--- config.mk ---
export PLATFORM = sky130hd
export DESIGN_NAME = fifo_blk_reader
export DESIGN_NICKNAME = d
export VERILOG_FILES = /design/src/rtl/fifo_rd_pkg.sv /design/src/rtl/fifo_blk_reader.sv
export SDC_FILE = /design/constraint.sdc
export NUM_CORES = 1
export LEC_CHECK = 0
export ABC_AREA = 1
export BUFFER_PORTS_ARGS = -buffer_cell sky130_fd_sc_hd__buf_2
export CAP_MARGIN = 20
export CORE_MARGIN = 5
export CORE_UTILIZATION = 30
export DETAILED_ROUTE_END_ITERATION = 7
export PLACE_DENSITY_LB_ADDON = 0.12
export SYNTH_ARGS = -nofsm -noshare
export SYNTH_HDL_FRONTEND = slang
export SYNTH_SLANG_ARGS = --single-unit
--- constraint.sdc ---
create_clock -name rclk -period 1.5 [get_ports rclk]
set_input_delay 0.15 -clock rclk [delete_from_list [all_inputs] [get_ports rclk]]
set_output_delay 0.15 -clock rclk [all_outputs]
set_load 0.01 [all_outputs]
--- src/rtl/fifo_rd_pkg.sv ---
// Shared types and sizing helpers for the FIFO read-side block packer.
// Latency: n/a (package only).
// Backpressure: n/a (package only).
package fifo_rd_pkg;

  // FSM encoding kept as plain constants so legacy code can compare raw bits.
  typedef logic [0:0] state_t;
  localparam state_t ST_FILL = 1'b0;  // collecting words
  localparam state_t ST_HOLD = 1'b1;  // block presented downstream

  // Default output block width: one 64-bit DES block.
  localparam int BLK_W_DEF = 64;

  // Number of FIFO words packed into one block.
  function automatic int beats_f(input int blk_w, input int dsize);
    return blk_w / dsize;
  endfunction

  // Width of a counter able to hold 0..beats inclusive.
  function automatic int cnt_w_f(input int beats);
    return $clog2(beats + 1);
  endfunction

endpackage

--- src/rtl/fifo_blk_reader.sv ---
// Pops DSIZE-bit words from a dual-clock FIFO read port and packs BEATS of them into one BLK_W-bit block.
// Latency: blk_valid rises on the edge that captures the last word (1 cycle after the final rinc).
// Backpressure: while a block waits for blk_ready no words are popped; accept-cycle pop starts the next block.
//
// Ports:
//   rclk, rrst_n          read-domain clock, async active-low reset
//   rdata, rempty, rinc   FIFO read port (head word, empty flag, pop strobe)
//   blk_data, blk_valid,
//   blk_ready             packed block with valid/ready handshake
//   flush, blk_cnt        partial-block flush request and word count of blk_data
//                         (only when FIFO_RD_FLUSH_EN is defined)
module fifo_blk_reader
  import fifo_rd_pkg::*;
#(
  parameter int DSIZE = 8,
  parameter int BLK_W = BLK_W_DEF,
  localparam int BEATS = beats_f(BLK_W, DSIZE),
  localparam int CW    = cnt_w_f(BEATS)
) (
  input  logic             rclk,
  input  logic             rrst_n,
  input  logic [DSIZE-1:0] rdata,
  input  logic             rempty,
  input  logic             blk_ready,
`ifdef FIFO_RD_FLUSH_EN
  input  logic             flush,
  output logic [CW-1:0]    blk_cnt,
`endif
  output logic             rinc,
  output logic [BLK_W-1:0] blk_data,
  output logic             blk_valid
);

  state_t           state;
  logic [CW-1:0]    beat_cnt;
  logic [BLK_W-1:0] sreg;
  logic [BLK_W-1:0] sreg_nxt;
  logic             last_beat;
  logic             fill_done;

  // Pop whenever a word is available and there is room: always while filling,
  // and in the accepting cycle while holding. Gated by reset so the FIFO never
  // sees a pop strobe while this side is held in reset.
  assign rinc = rrst_n && !rempty && ((state == ST_FILL) || blk_ready);

  // Big-endian packing: oldest word drifts toward the MSBs.
  assign sreg_nxt  = (sreg << DSIZE) | BLK_W'(rdata);
  assign last_beat = (beat_cnt == CW'(BEATS - 1));
  assign fill_done = (state == ST_FILL) && rinc && last_beat;

`ifdef FIFO_RD_FLUSH_EN
  logic [CW-1:0]    flush_words;
  logic             flush_take;
  logic [BLK_W-1:0] flush_blk;

  // A flush counts the word popped in the same cycle. A flush that lands on
  // the completing pop is left to the normal path so blk_cnt reads BEATS.
  assign flush_words = beat_cnt + CW'(rinc);
  assign flush_take  = flush && (state == ST_FILL) && (flush_words != '0) && !fill_done;
  // Left-align the partial block so beat 0 is still in the top word.
  assign flush_blk   = (rinc ? sreg_nxt : sreg) << (DSIZE * (BEATS - int'(flush_words)));
`endif

  always_ff @(posedge rclk or negedge rrst_n) begin
    if (!rrst_n) begin
      state     <= ST_FILL;
      beat_cnt  <= '0;
      sreg      <= '0;
      blk_data  <= '0;
      blk_valid <= 1'b0;
`ifdef FIFO_RD_FLUSH_EN
      blk_cnt   <= '0;
`endif
    end else begin
      if (rinc) begin
        sreg <= sreg_nxt;
      end
      case (state)
        ST_FILL: begin
          if (fill_done) begin
            state     <= ST_HOLD;
            blk_valid <= 1'b1;
            blk_data  <= sreg_nxt;
            beat_cnt  <= '0;
`ifdef FIFO_RD_FLUSH_EN
            blk_cnt   <= CW'(BEATS);
`endif
          end
`ifdef FIFO_RD_FLUSH_EN
          else if (flush_take) begin
            state     <= ST_HOLD;
            blk_valid <= 1'b1;
            blk_data  <= flush_blk;
            beat_cnt  <= '0;
            blk_cnt   <= flush_words;
          end
`endif
          else if (rinc) begin
            beat_cnt <= beat_cnt + 1'b1;
          end
        end
        ST_HOLD: begin
          // blk_data is a separate register so it stays put while the shift
          // register already collects the next block.
          if (blk_ready) begin
            state     <= ST_FILL;
            blk_valid <= 1'b0;
            beat_cnt  <= CW'(rinc);
          end
        end
        default: begin
          state <= ST_FILL;
        end
      endcase
    end
  end

endmodule

# After elaboration in Yosys (flattened, before gate mapping)
# Cells that the tools add are included.
[classes] addsub=1 eq_ne=4 muxes=10 n_bitwise=2 n_reduce_logical=9
[op_table] operator="$or 64x8->64" n=1
[op_table] operator="$mux 4" n=3
[op_table] operator="$pmux 4 s2" n=1
[op_table] operator="$reduce_and 2->1" n=3
[op_table] operator="$add 4x1->4 const B" n=1
[op_table] operator="$eq 4x3->1 const B" n=1
[op_table] operator="$logic_and 1x1->1" n=4
[op_table] operator="$mux 1" n=4
[op_table] operator="$ne 2x2->1 const B" n=2
[op_table] operator="$pmux 1 s2" n=2
[op_table] operator="$ne 3x3->1 const B" n=1
[op_table] operator="$logic_not 1->1" n=1
[op_table] operator="$logic_or 1x1->1" n=1
[op_table] operator="$not 1->1" n=1
[word_totals] register_bits=126 word_cells=31

# Longest topological paths before layout
[logic_depth] depth_word=7 mapped_depth=8 ltp_nobuf=6

# Worst setup path after synthesis
# Ideal clock, no wire load.
[synth_timing] kind="reg-to-reg" start="reg beat_cnt[0]" end="reg blk_data[10]" setup_time_ns=0.117 t_arrival_ns=1.192 t_required_ns=1.383 slack_ns=0.192 path_stages_with_launch=9 n_path_buf=2 cell_sequence="dfrtp_1 > ha_1 > nand2_1 > nor2_2 > nand2_1 > buf_4 > buf_6 > nand2_1 > nand2_1"
[synth_between] elab_chain_len=3
[synth_rtl] element="start, declared" line="fifo_blk_reader.sv:35" text="logic [CW-1:0] beat_cnt;"
[synth_rtl] element="start signal, assigned" line="fifo_blk_reader.sv:99" text="beat_cnt <= beat_cnt + 1'b1;"
[synth_rtl] element="start signal, assigned" line="fifo_blk_reader.sv:108" text="beat_cnt <= CW'(rinc);"
[synth_rtl] element="$eq 4x3->1" line="fifo_blk_reader.sv:48" text="assign last_beat = (beat_cnt == CW'(BEATS - 1));"
[synth_rtl] element="$logic_and 1x1->1" line="fifo_blk_reader.sv:49" text="assign fill_done = (state == ST_FILL) && rinc && last_beat;"
[synth_rtl] element="$reduce_and 2->1 (no source line)"
[synth_rtl] element="end signal, assigned" line="fifo_blk_reader.sv:83" text="blk_data <= sreg_nxt;"
[synth_rtl] element="end, declared" line="fifo_blk_reader.sv:30" text="output logic [BLK_W-1:0] blk_data,"
# No other way between the ends.
# A chain may end at the register's enable or synchronous reset.

# Worst setup path after layout
[layout_timing] start="reg beat_cnt[1]" end="reg blk_data[21]"
# Same word-level chain as after synthesis.

==> impl_metrics.toml <==
[timing]
worstMarginPinSlew_ns = 0.5385
period_share = 0.9383
hold_violations = 0
timing.hold.ws_ns = 0.04647
skew_ns = 0.007461
period_minus_slack_ns = 1.407
setup_viol = 0
drv_slew = 0
fmax_ghz = 0.7105
layout_setup_ws_ns = 0.09251
slew_headroom = 0.6410

[clocking]
cts.sinks = 126
cts_made_buffers = 17
h-tree-depth = 4
clk_pin_slew_ns = 0.05
cts_tree = "yes"
cts_buffer_depth = 2
clkLatencyLatePin_ns = 0.41
cts_root_buf = "clkbuf_16"

[synth]
synth_seq_cells = 126
synth_area_leader_cell = "dfrtp_1"
syn_area_um2 = 4862
yosysWarningCount = 0
synth_area_leaders = "dfrtp_1 65%, nand2_1 29%, buf_2 1.3%"
yosysSeqAreaShare = 0.6485
synthCells = 553
avgSynthCellArea_um2 = 8.792
synth_top_area_frac = 0.6485
yosysUniqueCellTypes = 17
syn-num-nets = 566

[routing]
vias = 3650
drt_iter0_markers = 174
firstDrtPassIters = 4
drc = 0
vias_per_cell = 4.171
ant_nets = 0
totalWireLength_mm = 11.48
routedWlPerCell_um = 13.11

[power]
p_leak_uw = 0.003663
pwr_density_cell_nw_per_um2 = 1814
ir_drop_mv = 0.8728

[finish]
fillers = 1677
syn_to_final_growth_pct = 29.98
diodes = 0
seq_area_um2 = 3153
finalNonFillerCells = 875
post_route_cells_drive_above_1_share = 0.1973
multi_input_area_um2 = 1519
final_nets = 660

[worst_setup_path]
crit_path_end_kind = "flip-flop"
crit_fanout = 21
setup.worst_path.start_class = "flip-flop"
critical_path_arrival_ns = 1.71
critPathRequiredTime_ns = 1.80
critPathKind = "reg -> reg"

[global_routing]
grt_pass1_vias = 3739
grt_usage = 0.1306
grt_max_degree = 96
grt.overflow.total = 0
grt_first_pass_wirelength_mm = 18.95
antenna_found_initial = 0

[placement]
place_congestion = 0.7093
place_hpwl_mm = 7.480
dp_cells = 833
numPortBuffers = 77
dp_worst_setup_slack_ns = 0.09664

[floorplanning]
num_rows = 46
die_x_um = 137.3
fp.dieArea_um2 = 18850
die_y_um = 137.3
io_pins = 78
initial_core_util = 0.3061
core_um2 = 15890

[run_status]
status = "completed"

[job]
maxCapViolCount = 0

[worst_hold_path]
worstHoldPathType = "in -> reg"
[path summary, 6_finish.rpt]
path | startpoint | end | slack, ns | cells after the start
max | beat_cnt[1] | blk_data[21] | 0.09 | 7
min | blk_ready | state | 0.05 | 4
max reg2reg | beat_cnt[1] | blk_data[21] | 0.09 | 7
min reg2reg | blk_data[42] | blk_data[42] | 0.46 | 2
max in group asynchronous | rrst_n | sreg[41] | 0.71 | 3
min in group asynchronous | rrst_n | beat_cnt[3] | 0.35 | 3
[state kept, by name (all words and copies together) (netlist names)]
name       count
blk_valid      1
blk_data      64
state          1
sreg          56
beat_cnt       4
[power breakdown]
group	internal, µW	switching [µW]
clock	3040	1430
sequential	4320	600
combinational	880	1190
total	8240	3220
[through the flow]
step                setup TNS [ns]  instance area (µm²)  total power, µW    util
finish                           0                 6320            11460  0.3978
global route             -0.007744                 6320            12150  0.3978
CTS                              0                 6304            11640  0.3968
detailed placement               0                 5557             7093  0.3498
global placement                 0                 5557             7034  0.3498
floorplan                        0                 4862             6012       -
[kinds of logic (layout without fill, tap and decap cells)]
logic type,Yosys count,after routing,share of synthesized area
AO/OA/AOI/OAI,2,2,0.002059
AND/OR/NAND/NOR,389,389,0.3057
flip-flops,126,126,0.6485
adder cells (fa/ha/maj),1,1,0.002573
buffers and inverters,35,141,0.04117
[repair_timing]
| action | CTS | global route |
|---|---|---|
| buffers inserted | 1 | 1 |
| pin swaps | 0 | 1 |
| gates resized for setup | 2 | 3 |
| endpoints found under the setup margin | 1 | 27 |
| hold buffers | 9 | 0 |
| hold endpoints to repair | 142 | 0 |
[worst max-delay path, cell delays in order (launching register included)]
cell and delay, ns:
dfrtp_1 0.39, ha_2 0.22, nand2_1 0.08, nor2_2 0.15, nand2_2 0.14, buf_6 0.20
nand2_1 0.07, nand2_1 0.04
[cell usage in the layout, fill, tap and decap left out]
cell type / n
dfrtp_1: 126
buf_2: 76
buf_12: 8
nor2_2: 2
nand2_2: 2
inv_2: 2
nor2_4: 1
inv_6: 1
buf_6: 2
buf_4: 5
nand2_1: 374
nand3_1: 4
clkbuf_16: 17
clkinv_2: 1
nor2_1: 3
inv_1: 7
or2_2: 1
ha_2: 1
dlygate4sd3_1: 9
nand4_1: 1
bufinv_16: 4
nand3_2: 1
clkbuf_1: 3
clkbuf_8: 6
o21ai_0: 2
[synthesized netlist by cell type, drive strengths merged]
cell    number
o21ai        2
nand2      376
nand4        1
inv         10
clkbuf       1
or2          1
ha           1
nand3        5
nor2         6
buf         24
dfrtp      126
[routing by layer]
metal  vias to the layer above  wire length [µm]  track usage
met5                         -                 0            0
met4                         0               174      0.04656
met3                        13               674      0.05040
met2                        72              5253       0.2035
met1                      1709              5373       0.1659
li1                       1856                 -            -
[area by class of cell]
type                    instances  area share
clock inverters                 5     0.01980
inverters                      10    0.006731
flip-flops and latches        126      0.4989
well taps                     216     0.04276
multi-input cells             392      0.2403
repair buffers                100      0.1093
clock buffers                  26     0.08216
Note: power is estimated with default switching activity, not from simulation.
